==> src/rtl/frame_tx_scheduler_if.sv <==
// Handshake bundle between the frame scheduler, the RAM read port, the UART Tx
// and the frame-indicator line. The scheduler sits on the slave side.
interface frame_tx_scheduler_if #(
  parameter int ADDR_WIDTH = 15
);
  logic                  i_Enable;
  logic                  i_VS;
  logic                  i_Tx_Done;
  logic                  o_Read_Enable;
  logic [ADDR_WIDTH-1:0] o_Read_Address;
  logic                  o_Tx_Start;
  logic                  o_Frame_Indicator;
  logic                  o_Busy;
  logic [7:0]            o_Frame_Count;

  modport master (
    output i_Enable, i_VS, i_Tx_Done,
    input  o_Read_Enable, o_Read_Address, o_Tx_Start,
           o_Frame_Indicator, o_Busy, o_Frame_Count
  );

  modport slave (
    input  i_Enable, i_VS, i_Tx_Done,
    output o_Read_Enable, o_Read_Address, o_Tx_Start,
           o_Frame_Indicator, o_Busy, o_Frame_Count
  );
endinterface

==> src/rtl/frame_tx_scheduler.sv <==
// Frame transmit scheduler: once camera VS has been stable for a settle period,
// walks the frame-buffer RAM from address 0 to the last byte, handing each byte
// to the UART Tx and leaving a one-bit-time gap after every byte so the MCU can
// find byte boundaries. A hold period after the frame separates frames.
module frame_tx_scheduler #(
  parameter int BYTES_PER_FRAME = 9216,
  parameter int ADDR_WIDTH      = 15,
  parameter int SETTLE_CYCLES   = 62500000,
  parameter int GAP_CYCLES      = 1085,
  parameter int HOLD_CYCLES     = 62500000,
  parameter int CNT_WIDTH       = 26
) (
  input  logic                 i_Clk,
  input  logic                 i_Rst,
  frame_tx_scheduler_if.slave  bus
);

  localparam logic [CNT_WIDTH-1:0]  SETTLE_LAST = CNT_WIDTH'(SETTLE_CYCLES - 1);
  localparam logic [CNT_WIDTH-1:0]  GAP_LAST    = CNT_WIDTH'(GAP_CYCLES - 1);
  localparam logic [CNT_WIDTH-1:0]  HOLD_LAST   = CNT_WIDTH'(HOLD_CYCLES - 1);
  localparam logic [ADDR_WIDTH-1:0] ADDR_LAST   = ADDR_WIDTH'(BYTES_PER_FRAME - 1);

  typedef enum logic [2:0] {
    S_IDLE,
    S_SETTLE,
    S_READ,
    S_LOAD,
    S_SEND,
    S_GAP,
    S_DONE
  } state_t;

  state_t                state, state_nxt;
  logic                  vs_p0, vs_p1;
  logic [CNT_WIDTH-1:0]  timer, timer_nxt;
  logic [ADDR_WIDTH-1:0] addr, addr_nxt;
  logic [7:0]            frame_cnt, frame_cnt_nxt;
  logic                  read_en_q, tx_start_q, frame_ind_q, busy_q;

  // VS synchronizer: stage 0 may go metastable, stage 1 is the usable VS.
  always_ff @(posedge i_Clk or posedge i_Rst) begin
    if (i_Rst) begin
      vs_p0 <= 1'b0;
      vs_p1 <= 1'b0;
    end else begin
      vs_p0 <= bus.i_VS;
      vs_p1 <= vs_p0;
    end
  end

  // State, shared timer, read address and completed-frame counter.
  always_ff @(posedge i_Clk or posedge i_Rst) begin
    if (i_Rst) begin
      state     <= S_IDLE;
      timer     <= '0;
      addr      <= '0;
      frame_cnt <= '0;
    end else begin
      state     <= state_nxt;
      timer     <= timer_nxt;
      addr      <= addr_nxt;
      frame_cnt <= frame_cnt_nxt;
    end
  end

  // Next-state logic; the timer is zeroed on every transition so each state
  // counts from 0. Losing VS or enable during SETTLE wins over settle expiry.
  always_comb begin
    state_nxt     = state;
    timer_nxt     = timer;
    addr_nxt      = addr;
    frame_cnt_nxt = frame_cnt;
    case (state)
      S_IDLE: begin
        timer_nxt = '0;
        addr_nxt  = '0;
        if (bus.i_Enable && vs_p1) begin
          state_nxt = S_SETTLE;
        end
      end
      S_SETTLE: begin
        if (!vs_p1 || !bus.i_Enable) begin
          state_nxt = S_IDLE;
          timer_nxt = '0;
        end else if (timer == SETTLE_LAST) begin
          state_nxt = S_READ;
          timer_nxt = '0;
        end else begin
          timer_nxt = timer + CNT_WIDTH'(1);
        end
      end
      S_READ: begin
        state_nxt = S_LOAD;
      end
      S_LOAD: begin
        state_nxt = S_SEND;
      end
      S_SEND: begin
        if (bus.i_Tx_Done) begin
          state_nxt = S_GAP;
          timer_nxt = '0;
        end
      end
      S_GAP: begin
        if (timer == GAP_LAST) begin
          timer_nxt = '0;
          if (addr == ADDR_LAST) begin
            addr_nxt      = '0;
            frame_cnt_nxt = frame_cnt + 8'd1;
            state_nxt     = S_DONE;
          end else begin
            addr_nxt  = addr + ADDR_WIDTH'(1);
            state_nxt = S_READ;
          end
        end else begin
          timer_nxt = timer + CNT_WIDTH'(1);
        end
      end
      S_DONE: begin
        if (timer == HOLD_LAST) begin
          timer_nxt = '0;
          state_nxt = S_IDLE;
        end else begin
          timer_nxt = timer + CNT_WIDTH'(1);
        end
      end
      default: begin
        state_nxt = S_IDLE;
        timer_nxt = '0;
        addr_nxt  = '0;
      end
    endcase
  end

  // Registered outputs decoded from the next state so they line up with the
  // state register and stay glitch-free.
  always_ff @(posedge i_Clk or posedge i_Rst) begin
    if (i_Rst) begin
      read_en_q   <= 1'b0;
      tx_start_q  <= 1'b0;
      frame_ind_q <= 1'b1;
      busy_q      <= 1'b0;
    end else begin
      read_en_q   <= (state_nxt == S_READ);
      tx_start_q  <= (state_nxt == S_LOAD);
      frame_ind_q <= (state_nxt == S_IDLE);
      busy_q      <= (state_nxt != S_IDLE);
    end
  end

  assign bus.o_Read_Enable     = read_en_q;
  assign bus.o_Tx_Start        = tx_start_q;
  assign bus.o_Frame_Indicator = frame_ind_q;
  assign bus.o_Busy            = busy_q;
  assign bus.o_Read_Address    = addr;
  assign bus.o_Frame_Count     = frame_cnt;

endmodule

==> src/flat_wrapper.sv <==
// flat-port wrapper written by rule: the top's interface ports become plain ports
module frame_tx_scheduler_flat 
#(
  parameter int BYTES_PER_FRAME = 9216,
  parameter int ADDR_WIDTH      = 15,
  parameter int SETTLE_CYCLES   = 62500000,
  parameter int GAP_CYCLES      = 1085,
  parameter int HOLD_CYCLES     = 62500000,
  parameter int CNT_WIDTH       = 26
)
  (i_Clk, i_Rst, bus_i_Enable, bus_i_VS, bus_i_Tx_Done, bus_o_Read_Enable, bus_o_Read_Address, bus_o_Tx_Start, bus_o_Frame_Indicator, bus_o_Busy, bus_o_Frame_Count);
  frame_tx_scheduler_if #(.ADDR_WIDTH(ADDR_WIDTH)) bus_i ();
  input  logic i_Clk;
  input  logic i_Rst;
  input wire logic [$bits(bus_i.i_Enable)-1:0] bus_i_Enable;
  input wire logic [$bits(bus_i.i_VS)-1:0] bus_i_VS;
  input wire logic [$bits(bus_i.i_Tx_Done)-1:0] bus_i_Tx_Done;
  output wire logic [$bits(bus_i.o_Read_Enable)-1:0] bus_o_Read_Enable;
  output wire logic [$bits(bus_i.o_Read_Address)-1:0] bus_o_Read_Address;
  output wire logic [$bits(bus_i.o_Tx_Start)-1:0] bus_o_Tx_Start;
  output wire logic [$bits(bus_i.o_Frame_Indicator)-1:0] bus_o_Frame_Indicator;
  output wire logic [$bits(bus_i.o_Busy)-1:0] bus_o_Busy;
  output wire logic [$bits(bus_i.o_Frame_Count)-1:0] bus_o_Frame_Count;
  assign bus_i.i_Enable = bus_i_Enable;
  assign bus_i.i_VS = bus_i_VS;
  assign bus_i.i_Tx_Done = bus_i_Tx_Done;
  assign bus_o_Read_Enable = bus_i.o_Read_Enable;
  assign bus_o_Read_Address = bus_i.o_Read_Address;
  assign bus_o_Tx_Start = bus_i.o_Tx_Start;
  assign bus_o_Frame_Indicator = bus_i.o_Frame_Indicator;
  assign bus_o_Busy = bus_i.o_Busy;
  assign bus_o_Frame_Count = bus_i.o_Frame_Count;
  frame_tx_scheduler #(.BYTES_PER_FRAME(BYTES_PER_FRAME), .ADDR_WIDTH(ADDR_WIDTH), .SETTLE_CYCLES(SETTLE_CYCLES), .GAP_CYCLES(GAP_CYCLES), .HOLD_CYCLES(HOLD_CYCLES), .CNT_WIDTH(CNT_WIDTH)) u_core (.i_Clk(i_Clk), .i_Rst(i_Rst), .bus(bus_i));
endmodule
==> config.mk <==
export PLATFORM = sky130hd
export DESIGN_NAME = frame_tx_scheduler_flat
export DESIGN_NICKNAME = d
export VERILOG_FILES = /design/src/rtl/frame_tx_scheduler_if.sv /design/src/rtl/frame_tx_scheduler.sv /design/src/flat_wrapper.sv
export SDC_FILE = /design/constraint.sdc
export NUM_CORES = 1
export LEC_CHECK = 0
export BUFFER_PORTS_ARGS = -buffer_cell sky130_fd_sc_hd__buf_2
export CAP_MARGIN = 15
export CORE_ASPECT_RATIO = 0.5
export CORE_MARGIN = 10
export CORE_UTILIZATION = 28
export DETAILED_ROUTE_END_ITERATION = 7
export GPL_TIMING_DRIVEN = 0
export HOLD_SLACK_MARGIN = 0.02
export PLACE_DENSITY_LB_ADDON = 0.3
export SLEW_MARGIN = 20
export SYNTH_ARGS = -nofsm -noshare
export SYNTH_HDL_FRONTEND = slang
export SYNTH_SLANG_ARGS = --single-unit
==> constraint.sdc <==
create_clock -name i_Clk -period 2.6 [get_ports i_Clk]
set_input_delay 0.26 -clock i_Clk [delete_from_list [all_inputs] [get_ports i_Clk]]
set_output_delay 0.26 -clock i_Clk [all_outputs]
set_load 0.03 [all_outputs]
==> metrics list <==
* Boundary Pins: 32
* Slew at the pin with the worst max-slew slack: 979 ps
- In this run, synthesis inferred 0 flip-flops with an integrated enable.
- The number of endpoints with negative hold slack in the final report was 0.
* Leakage dissipation: between 1.5 and 2 nW
* Outcome: finished clean
- OpenSTA, run right after detailed placement, puts the worst setup slack at about 140 ps.
* Arrival time at the worst endpoint: ~2600 ps
- The critical path is of the flip-flop to flip-flop type.
- The min-delay analysis places its worst path in the category input pin to flip-flop.
* Smallest setup slack after layout: ~210 ps
* Final core occ: 36.0%
- Synthesis inferred 58 register bits.
- From bottom edge to top edge, the die measures 93.7 µm.
- Yosys synthesis warning count: 0
- The final-report max-slew violation count was 0.
* Clock insertion delay at the later pin of the skew report: 330 ps
- Ys async rst share: 100%
- The count of nets left with antenna violations once routing finished came out at 0.
* Combined buffer and inverter count along the critical path: 3
- The worst register-to-register path begins at u_core.timer[0].
* Worst VDD drop: 0.288 mV
- Maximum clock frequency: approximately 420 MHz
* Total clock buffers created by CTS: 9
- Total DRC errors in the routed layout: 0
- The longest clock path from root to sink contains 2 buffers.
- Critical-path cell with the highest stage delay: dfrtp_1
- After synthesis the cells add up to roughly 0.003 mm².
- Total power consumption of the routed design: 2.27 mW
* Final Cell Area: 0.00375 mm²
- The synthesized netlist devotes 27.6% of its cell area to simple gates.
- Among all flip-flop cells after synthesis, the most frequent one is dfrtp_1.
- Largest net degree at the start of global routing: 49
* WL/cell: 13.9 µm
* Adder and majority cell fraction of the synthesized area: under 10%
- Width of the die: 167 µm
- TritonCTS built the clock tree.
* Dominant combinational cell family by area after synthesis: simple AND/OR/NAND/NOR gates
- STA classifies the critical path endpoint as a flip-flop.
- Top Family by Delay on Critical Path: simple AND/OR/NAND/NOR gates
- Across the run, the number of max-cap violations was 0.
* Skew final: 6.87 ps
- Unrepaired setup endpoints after global routing: false
* Worst Hold End: u_core.vs_p0
- Of the post-synthesis cell area, the dominant cell type holds 46.8%.
* Total track usage: 9.48%
- In the final design database the tool counted 372 nets.
- By instance count, the cell type seen most on the critical path is buf_6.
- Post-DR vias/cell: 4.82
- Power density over the cells: 606 mW/mm²
- Synthesized area divided by synthesized cell count: 9.55 µm²
- Growth of design area from synthesis to finish: 23.0%
- The largest single stage delay on the critical path is ~440 ps.
- Measured against its own limit, the worst slew margin works out to approximately 34%.
- The largest total area in the synthesized netlist belongs to dfrtp_1.
* Placed instance count: between 400 and 500
- In this run the worst setup path begins at u_core.timer[0].
- Number of DRC violations after detailed-routing iteration 0: 129
* Global-route wire length before repair: 12,300 µm
- Final HPWL DP: roughly 5000 µm
* Net Count, Synth: 328
- Synth Instances: 319
- Die area: 0.0157 mm²
- Highest fanout seen on the critical path: 10
- Clock tree synthesis selected as its root buffer the cell clkbuf_16.
- Initial standard-cell utilization of the core: 29.3%
- Worst r2r dst: u_core.bus.o_Read_Address[9]
- In this run the core area contains 26 standard-cell rows.
- Data on the critical path is required at its endpoint by 2840 ps.
* Antenna fix cells: 0
- Routed Wire Length: roughly 7000 µm
* Initial antenna violation count: 0
- Dividing the final minimum period by the clock period gives 91.8%.
- Counting every sink on the clock net gives 58.
- Top cell types by occurrence after synthesis: 57 x dfrtp_1, 51 x nor2_1, 25 x nand2_1
- Crit path time final: about 2400 ps
* Compound-Gate Fraction of Synth Area: 11.9%
- Clock-pin slew was measured on the worst setup and hold paths at about 60 ps.
* Sequential-to-total area share from yosys stat: 47.7%
- Along the worst hold path, the cell count comes to 1.
* Layout Cells excl Fill: 508
* Maximum level of the CTS H-tree: 3
* DP Area: about 0.0034 mm²
- Setup slack, reg-to-reg: 210 ps
* CORE AREA: 0.0104 mm²
* Number of distinct library cell variants in the gate-level netlist after synthesis: just over 50
* Worst min-delay path startpoint: bus_i_VS
- Multiplexer cells account for 0.370% of the synthesized area.
* Routability cong.: 0.799
- Vias in the first global route: ~2,400
- Before antenna repair, the detailed router went through 4 iterations.
- Final-layout worst hold slack: 46.0 ps
* Cell-by-cell trace of the critical path: inv_1 > ha_1 > and3b_1 > nand4_1 > o21ai_2 > a31oi_2 > or2_1 > buf_6 > buf_6 > o31ai_1
- By area the synthesized netlist is led by dfrtp_1 47%, nor2_1 6.3%, xor2_1 4.0%.
- Share of final-layout standard cells stronger than drive strength 1: 19.8%
- The worst setup path is launched from a flip-flop.
* Worst r2r path cells: 10
- After routing, the total negative slack on setup checks comes to 0 ps.
- Summing over every cut layer, the via total after detailed routing is around 2,400.
- Buffers placed on the I/O ports in this run total 31.
* Setup violations, final: 0
- Summed over all layers, the global routing overflow is 0.
- Most repeated cell in the gate-level netlist after synthesis: dfrtp_1
* XOR/XNOR Fraction of Synth Area: 7.76%
## registers in the layout, summed over array words and instances (netlist names)
register                      cells
u_core.vs_p1                      1
u_core.vs_p0                      1
u_core.bus.o_Read_Address        15
u_core.bus.o_Frame_Count          8
u_core.bus.o_Frame_Indicator      1
u_core.bus.o_Read_Enable          1
u_core.bus.o_Tx_Start             1
u_core.timer                     26
u_core.state                      3
u_core.bus.o_Busy                 1
## kinds of logic after synthesis
logic type / Yosys count
xor+xnor: 27
compound gates: 55
simple gates: 155
fa+ha+maj: 4
buf+inv: 19
flops: 58
mux: 1
## per-layer routing
layer,GRT usage [%],part of all wire (%),vias to the layer above
met1,12.2,51,1182
met5,0,0,-
li1,-,-,1226
met2,14.3,44,34
met4,3.67,1.3,0
met3,3.47,3.3,7
## where the power goes
| part | total [mW] | leakage [nW] | internal (mW) | switching, mW |
|---|---|---|---|---|
| logic | 0.0806 | 0.636 | 0.0259 | 0.0548 |
| registers | 0.933 | 0.800 | 0.917 | 0.0156 |
| clock network | 1.26 | 0.151 | 0.835 | 0.423 |
| total | 2.27 | 1.59 | 1.78 | 0.494 |
## what timing repair did
item	in CTS	in global routing
setup buffers	0	0
endpoints found under the hold margin	10	0
endpoints found under the setup margin	0	22
resized for setup	0	3
hold buffers	1	0
## layout make-up
type	instances	area, µm²
fillers	1075	6660
repair buffers	33	193
inverters	11	43.8
clock buffers	9	225
flip-flops and latches	58	1450
well taps	140	175
plain buffers	8	50.0
clock inverters	7	93.8
multi-input cells	242	1510
## placed cells by master, fill, tap and decap left out, drive strengths merged, types with 2 or more instances in the layout
| cell type | count |
|---|---|
| a21o | 2 |
| a21oi | 2 |
| a221o | 2 |
| a22o | 2 |
| a31oi | 4 |
| and3 | 6 |
| and4 | 3 |
| buf | 38 |
| bufinv | 2 |
| clkbuf | 11 |
| clkinv | 3 |
| clkinvlp | 2 |
| dfrtp | 57 |
| ha | 4 |
| inv | 11 |
| nand2 | 25 |
| nand2b | 4 |
| nand3 | 20 |
| nand4 | 11 |
| nor2 | 53 |
| nor2b | 7 |
| nor3 | 7 |
| nor4 | 7 |
| nor4b | 2 |
| o21ai | 26 |
| o31ai | 9 |
| o41ai | 3 |
| or2 | 3 |
| or3 | 2 |
| or4 | 3 |
| xnor2 | 13 |
| xor2 | 14 |
## worst register-to-register path, cell delays in order, from the launching register on
cell,delay [ps]
dfrtp_1,440
inv_1,100
ha_1,140
and3b_1,160
nand4_1,240
o21ai_2,210
a31oi_2,210
or2_1,300
buf_6,130
buf_6,140
o31ai_1,220
## worst max path at each step
stage	endpoint	slack, ps	depth (start not counted)
after global placement	u_core.bus.o_Frame_Count[6]	80	2
final	u_core.bus.o_Read_Address[9]	210	10
after detailed placement	u_core.timer[21]	140	8
after CTS	u_core.timer[17]	110	8
after global routing	u_core.bus.o_Read_Address[14]	0.3	9
after floorplan	u_core.bus.o_Read_Address[13]	250	8
(Power assumes the default switching activity.)
